[config.mk]
export PLATFORM = sky130hd
export DESIGN_NAME = uart_rx_flat
export DESIGN_NICKNAME = d
export VERILOG_FILES = /design/src/rtl/uart_pkg.sv /design/src/rtl/uart_rx_if.sv /design/src/rtl/sync_2ff.sv /design/src/rtl/uart_rx.sv /design/src/flat_wrapper.sv
export SDC_FILE = /design/constraint.sdc
export NUM_CORES = 1
export LEC_CHECK = 0
export ABC_AREA = 1
export CAP_MARGIN = 20
export CORE_AREA = 5 5 103 57
export CTS_CLUSTER_SIZE = 30
export DETAILED_ROUTE_END_ITERATION = 10
export DIE_AREA = 0 0 108 62
export GPL_ROUTABILITY_DRIVEN = 1
export PLACE_DENSITY = 0.59
export SYNTH_ARGS = -nofsm -noshare
export SYNTH_HDL_FRONTEND = slang
export SYNTH_SLANG_ARGS = --single-unit
export TNS_END_PERCENT = 10
[constraint.sdc]
create_clock -name clk -period 2.6 [get_ports clk]
set_input_delay 0.26 -clock clk [delete_from_list [all_inputs] [get_ports clk]]
set_output_delay 0.26 -clock clk [all_outputs]
set_load 0.03 [all_outputs]
[src/rtl/uart_pkg.sv]
// Shared UART definitions used by the receiver and the transmitter.
// Contents: data width constant and the receiver state enum.
// The PARITY state exists only when UART_RX_PARITY_EN is defined.
package uart_pkg;

  localparam int unsigned UART_DATA_BITS = 8;

  typedef enum logic [2:0] {
    RX_IDLE      = 3'd0,
    RX_START     = 3'd1,
    RX_DATA      = 3'd2,
    RX_STOP      = 3'd3,
    RX_WAIT_HIGH = 3'd4
`ifdef UART_RX_PARITY_EN
    , RX_PARITY  = 3'd5
`endif
  } uart_rx_state_t;

endpackage

[src/rtl/uart_rx_if.sv]
// Receive-side byte handshake between uart_rx and its consumer.
//   rx_data  : received byte, stable while rx_valid
//   rx_valid : holding register full (level)
//   rx_ready : consumer accepts when rx_valid && rx_ready
// master = receiver, slave = consumer.
interface uart_rx_if;
  import uart_pkg::*;

  logic [UART_DATA_BITS-1:0] rx_data;
  logic                      rx_valid;
  logic                      rx_ready;

  modport master (output rx_data, output rx_valid, input rx_ready);
  modport slave  (input rx_data, input rx_valid, output rx_ready);

endinterface

[src/rtl/sync_2ff.sv]
// Two-flop synchronizer for a single asynchronous input.
//   clk, rst : clock, async active-high reset (both flops load RST_VAL)
//   d        : asynchronous input
//   q        : synchronized output, 2 cycles latency
module sync_2ff #(
  parameter logic RST_VAL = 1'b1
) (
  input  logic clk,
  input  logic rst,
  input  logic d,
  output logic q
);

  logic meta;

  always_ff @(posedge clk or posedge rst) begin
    if (rst) begin
      meta <= RST_VAL;
      q    <= RST_VAL;
    end else begin
      meta <= d;
      q    <= meta;
    end
  end

endmodule

[src/rtl/uart_rx.sv]
// UART receiver: 8 data bits, LSB first, 1 stop bit, mid-bit sampling by
// clock counting, one-entry holding register with valid/ready handshake.
// Optional even parity when UART_RX_PARITY_EN is defined.
//   clk, rst    : clock, async active-high reset
//   rx_in       : serial line, idle high, asynchronous
//   rx_bus      : uart_rx_if.master (rx_data, rx_valid, rx_ready)
//   rx_busy     : high whenever the receiver is not idle (registered)
//   frame_err   : 1-cycle pulse, stop bit sampled low
//   overrun_err : 1-cycle pulse, good byte dropped because register full
//   parity_err  : 1-cycle pulse, parity mismatch (UART_RX_PARITY_EN only)
module uart_rx
  import uart_pkg::*;
#(
  parameter int unsigned CLKS_PER_BIT = 16
) (
  input  logic       clk,
  input  logic       rst,
  input  logic       rx_in,
  uart_rx_if.master  rx_bus,
  output logic       rx_busy,
  output logic       frame_err,
  output logic       overrun_err
`ifdef UART_RX_PARITY_EN
  ,
  output logic       parity_err
`endif
);

  localparam int unsigned HALF = CLKS_PER_BIT / 2;
  localparam int unsigned CW   = $clog2(CLKS_PER_BIT);
  localparam logic [CW-1:0] CNT_HALF = CW'(HALF - 1);
  localparam logic [CW-1:0] CNT_LAST = CW'(CLKS_PER_BIT - 1);
  localparam logic [3:0]    IDX_LAST = 4'(UART_DATA_BITS - 1);

  logic                      rx_s;
  uart_rx_state_t            state;
  logic [CW-1:0]             cnt;
  logic [3:0]                idx;
  logic [UART_DATA_BITS-1:0] shift;
  // Frame outcome, acted on one cycle after the stop sample
  logic                      done_good;
  logic                      done_frame;
`ifdef UART_RX_PARITY_EN
  logic                      par_bad;
  logic                      done_par;
`endif

  sync_2ff #(.RST_VAL(1'b1)) u_sync (
    .clk (clk),
    .rst (rst),
    .d   (rx_in),
    .q   (rx_s)
  );

  // Receive FSM, delivery stage and registered status outputs
  always_ff @(posedge clk or posedge rst) begin
    if (rst) begin
      state           <= RX_IDLE;
      cnt             <= '0;
      idx             <= '0;
      shift           <= '0;
      done_good       <= 1'b0;
      done_frame      <= 1'b0;
      rx_busy         <= 1'b0;
      frame_err       <= 1'b0;
      overrun_err     <= 1'b0;
      rx_bus.rx_data  <= '0;
      rx_bus.rx_valid <= 1'b0;
`ifdef UART_RX_PARITY_EN
      par_bad         <= 1'b0;
      done_par        <= 1'b0;
      parity_err      <= 1'b0;
`endif
    end else begin
      done_good   <= 1'b0;
      done_frame  <= 1'b0;
      frame_err   <= 1'b0;
      overrun_err <= 1'b0;
      rx_busy     <= (state != RX_IDLE);
`ifdef UART_RX_PARITY_EN
      done_par    <= 1'b0;
      parity_err  <= 1'b0;
      if (done_par) parity_err <= 1'b1;
`endif
      if (done_frame) frame_err <= 1'b1;

      // A same-cycle accept frees the register for the incoming byte
      if (done_good) begin
        if (!rx_bus.rx_valid || rx_bus.rx_ready) begin
          rx_bus.rx_data  <= shift;
          rx_bus.rx_valid <= 1'b1;
        end else begin
          overrun_err <= 1'b1;
        end
      end else if (rx_bus.rx_valid && rx_bus.rx_ready) begin
        rx_bus.rx_valid <= 1'b0;
      end

      case (state)
        RX_IDLE: begin
          cnt <= '0;
          if (!rx_s) state <= RX_START;
        end
        RX_START: begin
          if (cnt == CNT_HALF) begin
            cnt <= '0;
            if (!rx_s) begin
              state <= RX_DATA;
              idx   <= '0;
`ifdef UART_RX_PARITY_EN
              par_bad <= 1'b0;
`endif
            end else begin
              state <= RX_IDLE;
            end
          end else begin
            cnt <= cnt + 1'b1;
          end
        end
        RX_DATA: begin
          if (cnt == CNT_LAST) begin
            cnt             <= '0;
            shift[idx[2:0]] <= rx_s;
            idx             <= idx + 1'b1;
            if (idx == IDX_LAST) begin
`ifdef UART_RX_PARITY_EN
              state <= RX_PARITY;
`else
              state <= RX_STOP;
`endif
            end
          end else begin
            cnt <= cnt + 1'b1;
          end
        end
`ifdef UART_RX_PARITY_EN
        RX_PARITY: begin
          if (cnt == CNT_LAST) begin
            cnt   <= '0;
            state <= RX_STOP;
            if (^{shift, rx_s}) par_bad <= 1'b1;
          end else begin
            cnt <= cnt + 1'b1;
          end
        end
`endif
        RX_STOP: begin
          if (cnt == CNT_LAST) begin
            cnt <= '0;
            if (rx_s) begin
              state <= RX_IDLE;
`ifdef UART_RX_PARITY_EN
              if (par_bad) done_par  <= 1'b1;
              else         done_good <= 1'b1;
`else
              done_good <= 1'b1;
`endif
            end else begin
              // Parity is not reported for a framing-error frame
              state      <= RX_WAIT_HIGH;
              done_frame <= 1'b1;
            end
          end else begin
            cnt <= cnt + 1'b1;
          end
        end
        RX_WAIT_HIGH: begin
          // Hold off until the line idles so a break cannot retrigger
          cnt <= '0;
          if (rx_s) state <= RX_IDLE;
        end
        default: begin
          state <= RX_IDLE;
          cnt   <= '0;
        end
      endcase
    end
  end

endmodule

[src/flat_wrapper.sv]
// flat-port wrapper written by rule: the top's interface ports become plain ports
module uart_rx_flat import uart_pkg::*;
#(
  parameter int unsigned CLKS_PER_BIT = 16
)
  (clk, rst, rx_in, rx_busy, frame_err, overrun_err, rx_bus_rx_data, rx_bus_rx_valid, rx_bus_rx_ready);
  uart_rx_if rx_bus_i ();
  input  logic clk;
  input  logic rst;
  input  logic rx_in;
  output logic rx_busy;
  output logic frame_err;
  output logic overrun_err;
  output wire logic [$bits(rx_bus_i.rx_data)-1:0] rx_bus_rx_data;
  output wire logic [$bits(rx_bus_i.rx_valid)-1:0] rx_bus_rx_valid;
  input wire logic [$bits(rx_bus_i.rx_ready)-1:0] rx_bus_rx_ready;
  assign rx_bus_rx_data = rx_bus_i.rx_data;
  assign rx_bus_rx_valid = rx_bus_i.rx_valid;
  assign rx_bus_i.rx_ready = rx_bus_rx_ready;
  uart_rx #(.CLKS_PER_BIT(CLKS_PER_BIT)) u_core (.clk(clk), .rst(rst), .rx_in(rx_in), .rx_bus(rx_bus_i), .rx_busy(rx_busy), .frame_err(frame_err), .overrun_err(overrun_err));
endmodule
==> results.yml <==
global_route:
  gr-usage-all-layers: 0.104
  antenna_found_initial: 0
  overflow: 0
  grt_first_pass_wirelength_mm: 5.18
  grt_pass1_vias: 1041
  grt_max_degree: 36
floorplanning:
  die-area_mm2: 0.00670
  die_h_um: 62
  fp.dieW_um: 108
  rows: 18
  coreArea_mm2: 0.00477
  initial_core_util: 0.338
  io_pins: 16
detailed_routing:
  routed_wl_mm: 2.91
  vias: 1157
  detail-route-antenna-nets: 0
  wl_per_cell_um: 11.0
  route.detailed.drc: 0
  first_pass_iters: 4
  viasPerCell: 4.37
  drt_iter0_markers: 39
synth:
  syn_nets: 178
  ys_warn_count: 0
  synth_cell_types: 31
  synth_top_area_frac: 0.511
  synth_flop_cell: "dfrtp_1"
  synth_common_cells: "37 x nand2_1, 33 x dfrtp_1, 19 x nor2_1"
  synth-async-reset-ratio: 1.00
  avgSynthCellArea_um2: 9.39
  synth_area_leaders: "dfrtp_1 51%, nand2_1 8.6%, nor2_1 4.4%, inv_1 4.0%, nand2_4 3.5%"
  yosysTopAreaCell: "dfrtp_1"
  synthCells: 172
  synth_area_mm2: 0.00162
  synth_edf_count: 0
  synth-seq-cells: 35
  synth_most_common_cell: "nand2_1"
  yosysSeqAreaShare: 0.544
clock_tree:
  clock_latency_ps: 290
  cts_buffer_depth: 2
  hold_buffers: 0
  numCtsBuffers: 5
  cts_tree: "yes"
  post_cts_buffers: 0
  cts_htree_levels: 2
  cts_resized: 0
  cts.clk_slew.worst_paths_ps: 70
  root_buffer: "clkbuf_8"
  cts.sinks: 35
hold_path:
  min_path_cells: 0
  min_from: "u_core.done_frame"
  min_path_type: "reg2reg"
  whs_endpoint: "u_core.frame_err"
timing:
  hold_slack_ps: 350
  skew_ps: 4.99
  period_needed_ps: 1580
  setup_violations: 0
  worstMarginPinSlew_ps: 425
  drv_slew: 0
  max_slew_margin: 0.716
  rsz0062_at_grt: "no"
  fmax_mhz: 634
  tns_ps: 0
  finalCritPeriodShare: 0.606
  final_hold_viol_count: 0
setup_path:
  crit_slowest_cell: "clkdlybuf4s50_1"
  crit_family: "buffers and inverters"
  reg2reg_from: "u_core.cnt[0]"
  cp-start-kind: "register"
  critPathKind: "reg2out"
  worstPathArrival_ps: 1320
  critPathBufInv: 1
  ff2ff_setup_slack_ps: 1150
  ff2ff_path_depth: 6
  max_stage_delay_ps: 680
  path_max_fanout: 2
  required_ps: 2340
  end_kind: "primary output"
  crit_chain: "clkdlybuf4s50_1"
  reg2reg_to: "u_core.shift[1]"
cells_and_area:
  num_antenna_cells: 0
  syn2layout_area_growth_pct: 20.4
  multi_input_area_um2: 643
  design_area_mm2: 0.00194
  drive_gt1_frac: 0.185
  nFillCells: 472
  finalNetCount: 200
  seq_area_um2: 878
power_and_ir_drop:
  peakVddDrop_uv: 461
  power_density_mw_per_mm2: 756
  p_leak_nw: 0.932
placed_design:
  gp_congestion: 0.837
  dpl-instance-area_mm2: 0.00186
  io_buffer_count: 15
  dp.final_hpwl_mm: 2.21
job:
  maxCapViolations: 0
status:
  status: "finished, final reports clean"
## state kept, by name (all words and copies together), names as in the netlist
name,flops
u_core.cnt,4
u_core.done_good,1
u_core.u_sync.meta,1
u_core.done_frame,1
u_core.idx,4
u_core.frame_err,1
u_core.shift,8
u_core.rx_bus.rx_data,8
u_core.rx_busy,1
u_core.u_sync.q,1
u_core.rx_bus.rx_valid,1
u_core.state,3
u_core.overrun_err,1
## layout make-up
| type | count | share of cell area |
|---|---|---|
| Sequential cell | 35 | 0.452 |
| Multi-Input combinational cell | 113 | 0.331 |
| Timing Repair Buffer | 16 | 0.0811 |
| Inverter | 23 | 0.0457 |
| Tap cell | 70 | 0.0450 |
| Clock buffer | 5 | 0.0354 |
| Clock inverter | 3 | 0.0103 |
## worst max path at each step
stage / cells past startpoint / slack, ps / endpoint / startpoint
floorplan: 4 / 1240 / u_core.rx_bus.rx_data[1] / u_core.rx_bus.rx_valid
global placement: 5 / 1040 / u_core.rx_bus.rx_data[4] / rx_bus_rx_ready
detailed placement: 5 / 1030 / u_core.rx_bus.rx_data[1] / rx_bus_rx_ready
CTS: 1 / 1000 / rx_bus_rx_data[3] / u_core.rx_bus.rx_data[3]
global route: 1 / 970 / rx_bus_rx_data[7] / u_core.rx_bus.rx_data[7]
finish: 1 / 1020 / rx_bus_rx_data[3] / u_core.rx_bus.rx_data[3]
## metal layers
metal  part of all wire  vias to the layer above  wire [um]  GRT usage
met4              0.014                        0         40     0.0378
li1                   -                      599          -          -
met5                  0                        -          0          0
met1               0.58                      523       1680      0.166
met2               0.33                       28        970      0.115
met3              0.074                        7        217     0.0423
## through the flow
step / setup slack, ps / power (mW) / utilization / instances
final: 1020 / 1.47 / 0.407 / 265
after global routing: 965 / 1.59 / 0.407 / 265
after CTS: 996 / 1.49 / 0.407 / 265
after detailed placement: 1030 / 1.10 / 0.389 / 257
after global placement: 1040 / 1.10 / 0.389 / 257
after floorplan: 1240 / 1.00 / - / 172
## cells by family after synthesis
logic type,Yosys count,share of synthesized area
buf+inv,24,0.0581
compound gates,21,0.0751
fa+ha+maj,2,0.0155
mux,4,0.0279
flops,35,0.544
xor+xnor,2,0.0108
simple gates,84,0.269
## cells in the final DEF (no fill, tap or decap)
cell type and instances:
o21bai_1 1, nor2_8 1, mux2_2 4, nand2_1 37, o22ai_1 1, inv_4 1, nor3b_2 1, clkbuf_8 5
nor4_1 1, xor2_1 1, nand2_2 2, buf_4 1, clkinv_2 1, dfstp_2 2, nand3_2 2, nor2_1 19
o21ai_1 4, o21ai_0 4, nand3_1 8, nor2_2 2, xnor2_1 1, nand2_4 5, ha_1 2, o21ai_2 1
o31ai_1 2, a21oi_1 7, a31o_1 1, clkdlybuf4s50_1 15, dfrtp_1 33, clkinvlp_4 2, nor3b_1 1, nor2_4 1
inv_2 5, inv_1 17, nand4_1 4
## report_power, final
group / leakage, nW / internal, mW / switching, mW / total (mW)
sequential: 0.471 / 0.601 / 0.0733 / 0.674
combinational: 0.421 / 0.147 / 0.267 / 0.414
clock: 0.0402 / 0.186 / 0.195 / 0.381
total: 0.932 / 0.934 / 0.536 / 1.47
Note: power is estimated with default switching activity, not from simulation.
